### src/rtl/dot_ctrl_if.sv
// Control/data bus of the dot-product sequencer: job request, operand buffer
// read port, mac control and the result handshake.
interface dot_ctrl_if #(
    parameter int unsigned DATA_W = 8,
    parameter int unsigned ADDR_W = 4
);
    logic                     start;
    logic [ADDR_W:0]          len;
    logic [ADDR_W-1:0]        base_addr;
    logic                     busy;
    logic                     rd_en;
    logic [ADDR_W-1:0]        rd_addr;
    logic signed [DATA_W-1:0] rd_a;
    logic signed [DATA_W-1:0] rd_b;
    logic                     mac_clr;
    logic                     mac_en;
    logic signed [DATA_W-1:0] mac_a;
    logic signed [DATA_W-1:0] mac_b;
    logic signed [DATA_W-1:0] mac_out;
    logic                     res_valid;
    logic signed [DATA_W-1:0] res_data;
    logic                     res_ready;

    modport slave (
        input  start, len, base_addr, rd_a, rd_b, mac_out, res_ready,
        output busy, rd_en, rd_addr, mac_clr, mac_en, mac_a, mac_b, res_valid, res_data
    );

    modport master (
        output start, len, base_addr, rd_a, rd_b, mac_out, res_ready,
        input  busy, rd_en, rd_addr, mac_clr, mac_en, mac_a, mac_b, res_valid, res_data
    );
endinterface

### src/rtl/dot_ctrl.sv
// Dot-product sequencer: clears an external mac, streams N operand pairs from a
// buffer into it, then presents the result. Optional macro DOT_CTRL_RELU_EN clamps negative results to 0.
module dot_ctrl #(
    parameter int unsigned DATA_W = 8,
    parameter int unsigned ADDR_W = 4
) (
    input logic       clk,
    input logic       reset,
    dot_ctrl_if.slave bus
);
    localparam int unsigned LEN_W = ADDR_W + 1;
    localparam logic [LEN_W-1:0] MAX_LEN = LEN_W'(1) << ADDR_W;

    typedef enum logic [2:0] {
        IDLE,
        CLEAR,
        FETCH,
        DRAIN,
        DONE
    } state_t;

    state_t            state_q, state_d;
    logic [LEN_W-1:0]  len_q, len_d;
    logic [LEN_W-1:0]  cnt_q, cnt_d;
    logic [ADDR_W-1:0] base_q, base_d;
    logic [ADDR_W-1:0] rd_addr_d;
    logic              rd_en_d, mac_clr_d, busy_d, res_valid_d;

    // Next state and next values of the registered outputs
    always_comb begin
        state_d   = state_q;
        len_d     = len_q;
        cnt_d     = cnt_q;
        base_d    = base_q;
        rd_addr_d = bus.rd_addr;
        rd_en_d   = 1'b0;
        mac_clr_d = 1'b0;
        case (state_q)
            IDLE: begin
                if (bus.start) begin
                    state_d   = CLEAR;
                    len_d     = (bus.len > MAX_LEN) ? MAX_LEN : bus.len;
                    base_d    = bus.base_addr;
                    mac_clr_d = 1'b1;
                end
            end
            CLEAR: begin
                if (len_q != '0) begin
                    state_d   = FETCH;
                    rd_en_d   = 1'b1;
                    rd_addr_d = base_q;
                    cnt_d     = LEN_W'(1);
                end else begin
                    state_d = DONE;
                end
            end
            FETCH: begin
                // cnt_q counts reads already issued; address wraps naturally
                if (cnt_q == len_q) begin
                    state_d = DRAIN;
                end else begin
                    rd_en_d   = 1'b1;
                    rd_addr_d = bus.rd_addr + ADDR_W'(1);
                    cnt_d     = cnt_q + LEN_W'(1);
                end
            end
            DRAIN: state_d = DONE;
            DONE: begin
                if (bus.res_ready) state_d = IDLE;
            end
            default: state_d = IDLE;
        endcase
        busy_d      = (state_d != IDLE);
        res_valid_d = (state_d == DONE);
    end

    always_ff @(posedge clk or negedge reset) begin
        if (!reset) begin
            state_q       <= IDLE;
            len_q         <= '0;
            cnt_q         <= '0;
            base_q        <= '0;
            bus.rd_addr   <= '0;
            bus.rd_en     <= 1'b0;
            bus.mac_clr   <= 1'b0;
            bus.mac_en    <= 1'b0;
            bus.busy      <= 1'b0;
            bus.res_valid <= 1'b0;
        end else begin
            state_q       <= state_d;
            len_q         <= len_d;
            cnt_q         <= cnt_d;
            base_q        <= base_d;
            bus.rd_addr   <= rd_addr_d;
            bus.rd_en     <= rd_en_d;
            bus.mac_clr   <= mac_clr_d;
            bus.mac_en    <= bus.rd_en;
            bus.busy      <= busy_d;
            bus.res_valid <= res_valid_d;
        end
    end

    assign bus.mac_a = bus.rd_a;
    assign bus.mac_b = bus.rd_b;

    // mac_out is frozen in DONE (mac_en low), so the result is stable while waiting
    always_comb begin
        bus.res_data = DATA_W'(0);
        if (state_q == DONE) begin
`ifdef DOT_CTRL_RELU_EN
            bus.res_data = bus.mac_out[DATA_W-1] ? DATA_W'(0) : bus.mac_out;
`else
            bus.res_data = bus.mac_out;
`endif
        end
    end
endmodule
### src/flat_wrapper.sv
// flat-port wrapper written by rule: the top's interface ports become plain ports
module dot_ctrl_flat 
#(
    parameter int unsigned DATA_W = 8,
    parameter int unsigned ADDR_W = 4
)
  (clk, reset, bus_start, bus_len, bus_base_addr, bus_rd_a, bus_rd_b, bus_mac_out, bus_res_ready, bus_busy, bus_rd_en, bus_rd_addr, bus_mac_clr, bus_mac_en, bus_mac_a, bus_mac_b, bus_res_valid, bus_res_data);
  dot_ctrl_if #(.DATA_W(DATA_W), .ADDR_W(ADDR_W)) bus_i ();
  input logic clk;
  input logic reset;
  input wire logic [$bits(bus_i.start)-1:0] bus_start;
  input wire logic [$bits(bus_i.len)-1:0] bus_len;
  input wire logic [$bits(bus_i.base_addr)-1:0] bus_base_addr;
  input wire logic [$bits(bus_i.rd_a)-1:0] bus_rd_a;
  input wire logic [$bits(bus_i.rd_b)-1:0] bus_rd_b;
  input wire logic [$bits(bus_i.mac_out)-1:0] bus_mac_out;
  input wire logic [$bits(bus_i.res_ready)-1:0] bus_res_ready;
  output wire logic [$bits(bus_i.busy)-1:0] bus_busy;
  output wire logic [$bits(bus_i.rd_en)-1:0] bus_rd_en;
  output wire logic [$bits(bus_i.rd_addr)-1:0] bus_rd_addr;
  output wire logic [$bits(bus_i.mac_clr)-1:0] bus_mac_clr;
  output wire logic [$bits(bus_i.mac_en)-1:0] bus_mac_en;
  output wire logic [$bits(bus_i.mac_a)-1:0] bus_mac_a;
  output wire logic [$bits(bus_i.mac_b)-1:0] bus_mac_b;
  output wire logic [$bits(bus_i.res_valid)-1:0] bus_res_valid;
  output wire logic [$bits(bus_i.res_data)-1:0] bus_res_data;
  assign bus_i.start = bus_start;
  assign bus_i.len = bus_len;
  assign bus_i.base_addr = bus_base_addr;
  assign bus_i.rd_a = bus_rd_a;
  assign bus_i.rd_b = bus_rd_b;
  assign bus_i.mac_out = bus_mac_out;
  assign bus_i.res_ready = bus_res_ready;
  assign bus_busy = bus_i.busy;
  assign bus_rd_en = bus_i.rd_en;
  assign bus_rd_addr = bus_i.rd_addr;
  assign bus_mac_clr = bus_i.mac_clr;
  assign bus_mac_en = bus_i.mac_en;
  assign bus_mac_a = bus_i.mac_a;
  assign bus_mac_b = bus_i.mac_b;
  assign bus_res_valid = bus_i.res_valid;
  assign bus_res_data = bus_i.res_data;
  dot_ctrl #(.DATA_W(DATA_W), .ADDR_W(ADDR_W)) u_core (.clk(clk), .reset(reset), .bus(bus_i));
endmodule
### config.mk
export PLATFORM = sky130hd
export DESIGN_NAME = dot_ctrl_flat
export DESIGN_NICKNAME = d
export VERILOG_FILES = /design/src/rtl/dot_ctrl_if.sv /design/src/rtl/dot_ctrl.sv /design/src/flat_wrapper.sv
export SDC_FILE = /design/constraint.sdc
export NUM_CORES = 1
export LEC_CHECK = 0
export BUFFER_PORTS_ARGS = -buffer_cell sky130_fd_sc_hd__buf_2
export CAP_MARGIN = 15
export CORE_ASPECT_RATIO = 0.8
export CORE_MARGIN = 2
export CORE_UTILIZATION = 40
export DETAILED_ROUTE_END_ITERATION = 7
export PLACE_DENSITY = 0.71
export SETUP_SLACK_MARGIN = 0.02
export SYNTH_ARGS = -nofsm -noshare
export SYNTH_HDL_FRONTEND = slang
export SYNTH_SLANG_ARGS = --single-unit
### constraint.sdc
create_clock -name clk -period 3.5 [get_ports clk]
set_input_delay 0.175 -clock clk [delete_from_list [all_inputs] [get_ports clk]]
set_output_delay 0.175 -clock clk [all_outputs]
set_load 0.02 [all_outputs]
==> qor.yml <==
yosys:
  yosysTopAreaCell: "dfrtp_1"
  synth_warnings: 0
  ys_seq_elements: 26
  async_reset_ff_share_pct: 100.0
  synthTopCellsByArea: "dfrtp_1 48%, buf_4 8.8%, nand2_1 6.6%"
  yosysSeqAreaShare_pct: 47.53
  avgSynthCellArea_um2: 9.572
  postSynthCellCount: 143
  syn_nets: 182
  synth_top_area_share_pct: 47.53
  synthDistinctLibCells: 32
  mappedNetlistArea_mm2: 0.001369
  synth_edf_count: 0
  synth_top_flop_cell: "dfrtp_1"
floorplan:
  start_util_pct: 43.10
  coreArea_mm2: 0.003176
  dieArea_mm2: 0.003909
  ioPinCount: 70
  die_y_um: 56.32
  rows: 18
  die_x_um: 69.40
finish:
  layout.cells.most_common: "buf_2"
  antenna_cells: 0
  num-nets-final: 205
  ff_latch_area_um2: 650.6
  final_cell_mix: "37 x buf_2, 26 x dfrtp_1, 24 x nand2_1"
  fillers: 300
  post_route_cells_drive_above_1_share_pct: 29.70
  syn_to_final_growth_pct: 12.61
  multiInputGateArea_um2: 544.3
grt:
  grt_first_pass_wirelength_um: 4816
  grt_pass1_vias: 1055
  grt_usage_pct: 15.33
  antenna_found_initial: 0
  grt_max_degree: 27
  grt-ovfl-total: 0
detailed_routing:
  wl_um: 2859
  wire_per_inst_um: 13.95
  route.detailed.drc: 0
  vias: 1101
  top_layer_used: "met4"
  drtPass1Iterations: 4
  viasPerCell: 5.371
  drt_iter0_drc: 60
  drtAntennaViolNets: 0
  wl_met3_um: 217
  met1_length_um: 1194
  wl_met2_um: 1342
clock_network:
  cts.hold.buffers_added: 1
  postCtsSetupRepairBufs: 0
  cts_root_buffer: "clkbuf_8"
  postCtsResizedCells: 0
  cts_buffers: 3
  cts.reportedPaths.clkPinSlew_ns: 0.09
  clock-sinks: 26
  clock_tree.buffer_depth: 2
  htreeDepth: 1
  clk_latency_ns: 0.27
  cts_tree: "done"
setup_path:
  rr_endpoint: "u_core.base_q[2]$_DFFE_PN0P_"
  crit_slowest_cell: "nand3_1"
  startpoint_type: "register"
  end_kind: "register"
  required_ns: 3.70
  slowest_delay_ns: 0.47
  r2r.worst_path.cells: 5
  path_class: "register to register"
  cp_cell_sequence: "nor2_1 > nand3_1 > inv_2 > nand2_1 > o21ai_0"
  worstPathArrival_ns: 2.00
  r2r_start: "u_core.state_q[0]$_DFF_PN0_"
  crit_fanout: 14
  regToRegSetupSlack_ns: 1.69
sta:
  hold_violations: 0
  fmax_ghz: 0.5535
  worst_clock_skew_ns: 0.009062
  fin_tns_setup_ns: 0
  fin_crit_ns: 1.807
  timing.hold.ws_ns: 0.08961
  period_share_pct: 51.62
  rsz0062_at_grt: "no"
  tightest_slew_ns: 0.5616
  max_slew_margin_pct: 62.56
  slew_violations: 0
  setup_viol: 0
power_and_ir_drop:
  cellPowerDensity_mw_per_mm2: 882.3
  ir_worst_vdd_v: 0.0004358
  p_leak_nw: 0.8023
job:
  drv_cap: 0
min_path:
  hold_class: "primary input to register"
  worstHoldEndpoint: "u_core.base_q[3]$_DFFE_PN0P_"
  hold_path_depth: 3
  min_from: "bus_base_addr[3]"
run_status:
  status: "finished clean"
place:
  gp_congestion: 0.9137
  hpwlAfterDp_um: 2221
  portBuffers: 37
[routing by layer]
metal  track usage [%]  up-vias
met5                 0        -
met1             18.82      524
met4             5.882        0
li1                  -      513
met3             5.566       16
met2             24.73       48
[registers in the layout (all words and copies together), names as in the netlist]
name,cells
u_core.bus.res_valid,1
u_core.cnt_q,5
u_core.bus.rd_en,1
u_core.bus.mac_en,1
u_core.state_q,3
u_core.bus.busy,1
u_core.bus.rd_addr,4
u_core.base_q,4
u_core.bus.mac_clr,1
u_core.len_q,5
[power by group]
group          switching (mW)  total, mW  internal, mW
Sequential              0.118      0.540         0.422
Clock                  0.0932      0.246         0.153
Combinational           0.349      0.573         0.224
[area by class of cell]
cell class / count / share of cell area, %
Sequential cell: 26 / 42.21
Multi-Input combinational cell: 89 / 35.31
Timing Repair Buffer: 38 / 12.66
Tap cell: 40 / 3.247
Clock buffer: 3 / 2.679
Clock inverter: 1 / 1.948
Inverter: 8 / 1.948
[through the flow]
stage | cell area, µm² | setup WS [ns] | power (mW) | cells | util [%]
global route | 1541 | 1.450 | 1.465 | 205 | 48.54
floorplan | 1369 | 1.979 | 0.9929 | 143 | -
global placement | 1460 | 1.795 | 1.087 | 200 | 45.98
CTS | 1541 | 1.716 | 1.364 | 205 | 48.54
finish | 1541 | 1.693 | 1.360 | 205 | 48.54
detailed placement | 1460 | 1.734 | 1.117 | 200 | 45.98
[cells by family after synthesis]
kind of cell,share of synthesized area [%]
simple gates,21.39
buf+inv,12.71
flops,47.53
compound gates,12.61
xor+xnor,3.199
fa+ha+maj,1.828
mux,0.7313
[worst max-delay path, delay by kind of cell (launching register included)]
| kind | cells | cell delay (ns) |
|---|---|---|
| AOI/OAI and AO/OA | 1 | 0.07 |
| buffers and inverters | 1 | 0.29 |
| DFF | 1 | 0.43 |
| and+or+nand+nor | 3 | 0.93 |
[worst max path at each step]
stage	start	end	slack (ns)
finish	u_core.state_q[0]$_DFF_PN0_	u_core.base_q[2]$_DFFE_PN0P_	1.69
global route	u_core.state_q[0]$_DFF_PN0_	u_core.base_q[2]$_DFFE_PN0P_	1.45
CTS	u_core.state_q[0]$_DFF_PN0_	u_core.base_q[2]$_DFFE_PN0P_	1.72
detailed placement	u_core.state_q[2]$_DFF_PN0_	u_core.bus.rd_addr[3]$_DFFE_PN0P_	1.73
global placement	u_core.state_q[2]$_DFF_PN0_	u_core.bus.rd_addr[3]$_DFFE_PN0P_	1.79
floorplan	u_core.state_q[2]$_DFF_PN0_	u_core.bus.rd_addr[3]$_DFFE_PN0P_	1.98
[cells in the mapped netlist (3+ instances only)]
cell type and n:
inv_1 7, o21ai_0 9, and3_1 9, nand2_1 24, nand2b_1 4, o32ai_1 3
o31ai_1 3, nand3_1 7, o211ai_1 3, dfrtp_1 26, nor2_1 6, xnor2_1 5
buf_4 16
Note: power is estimated with default switching activity, not from simulation.
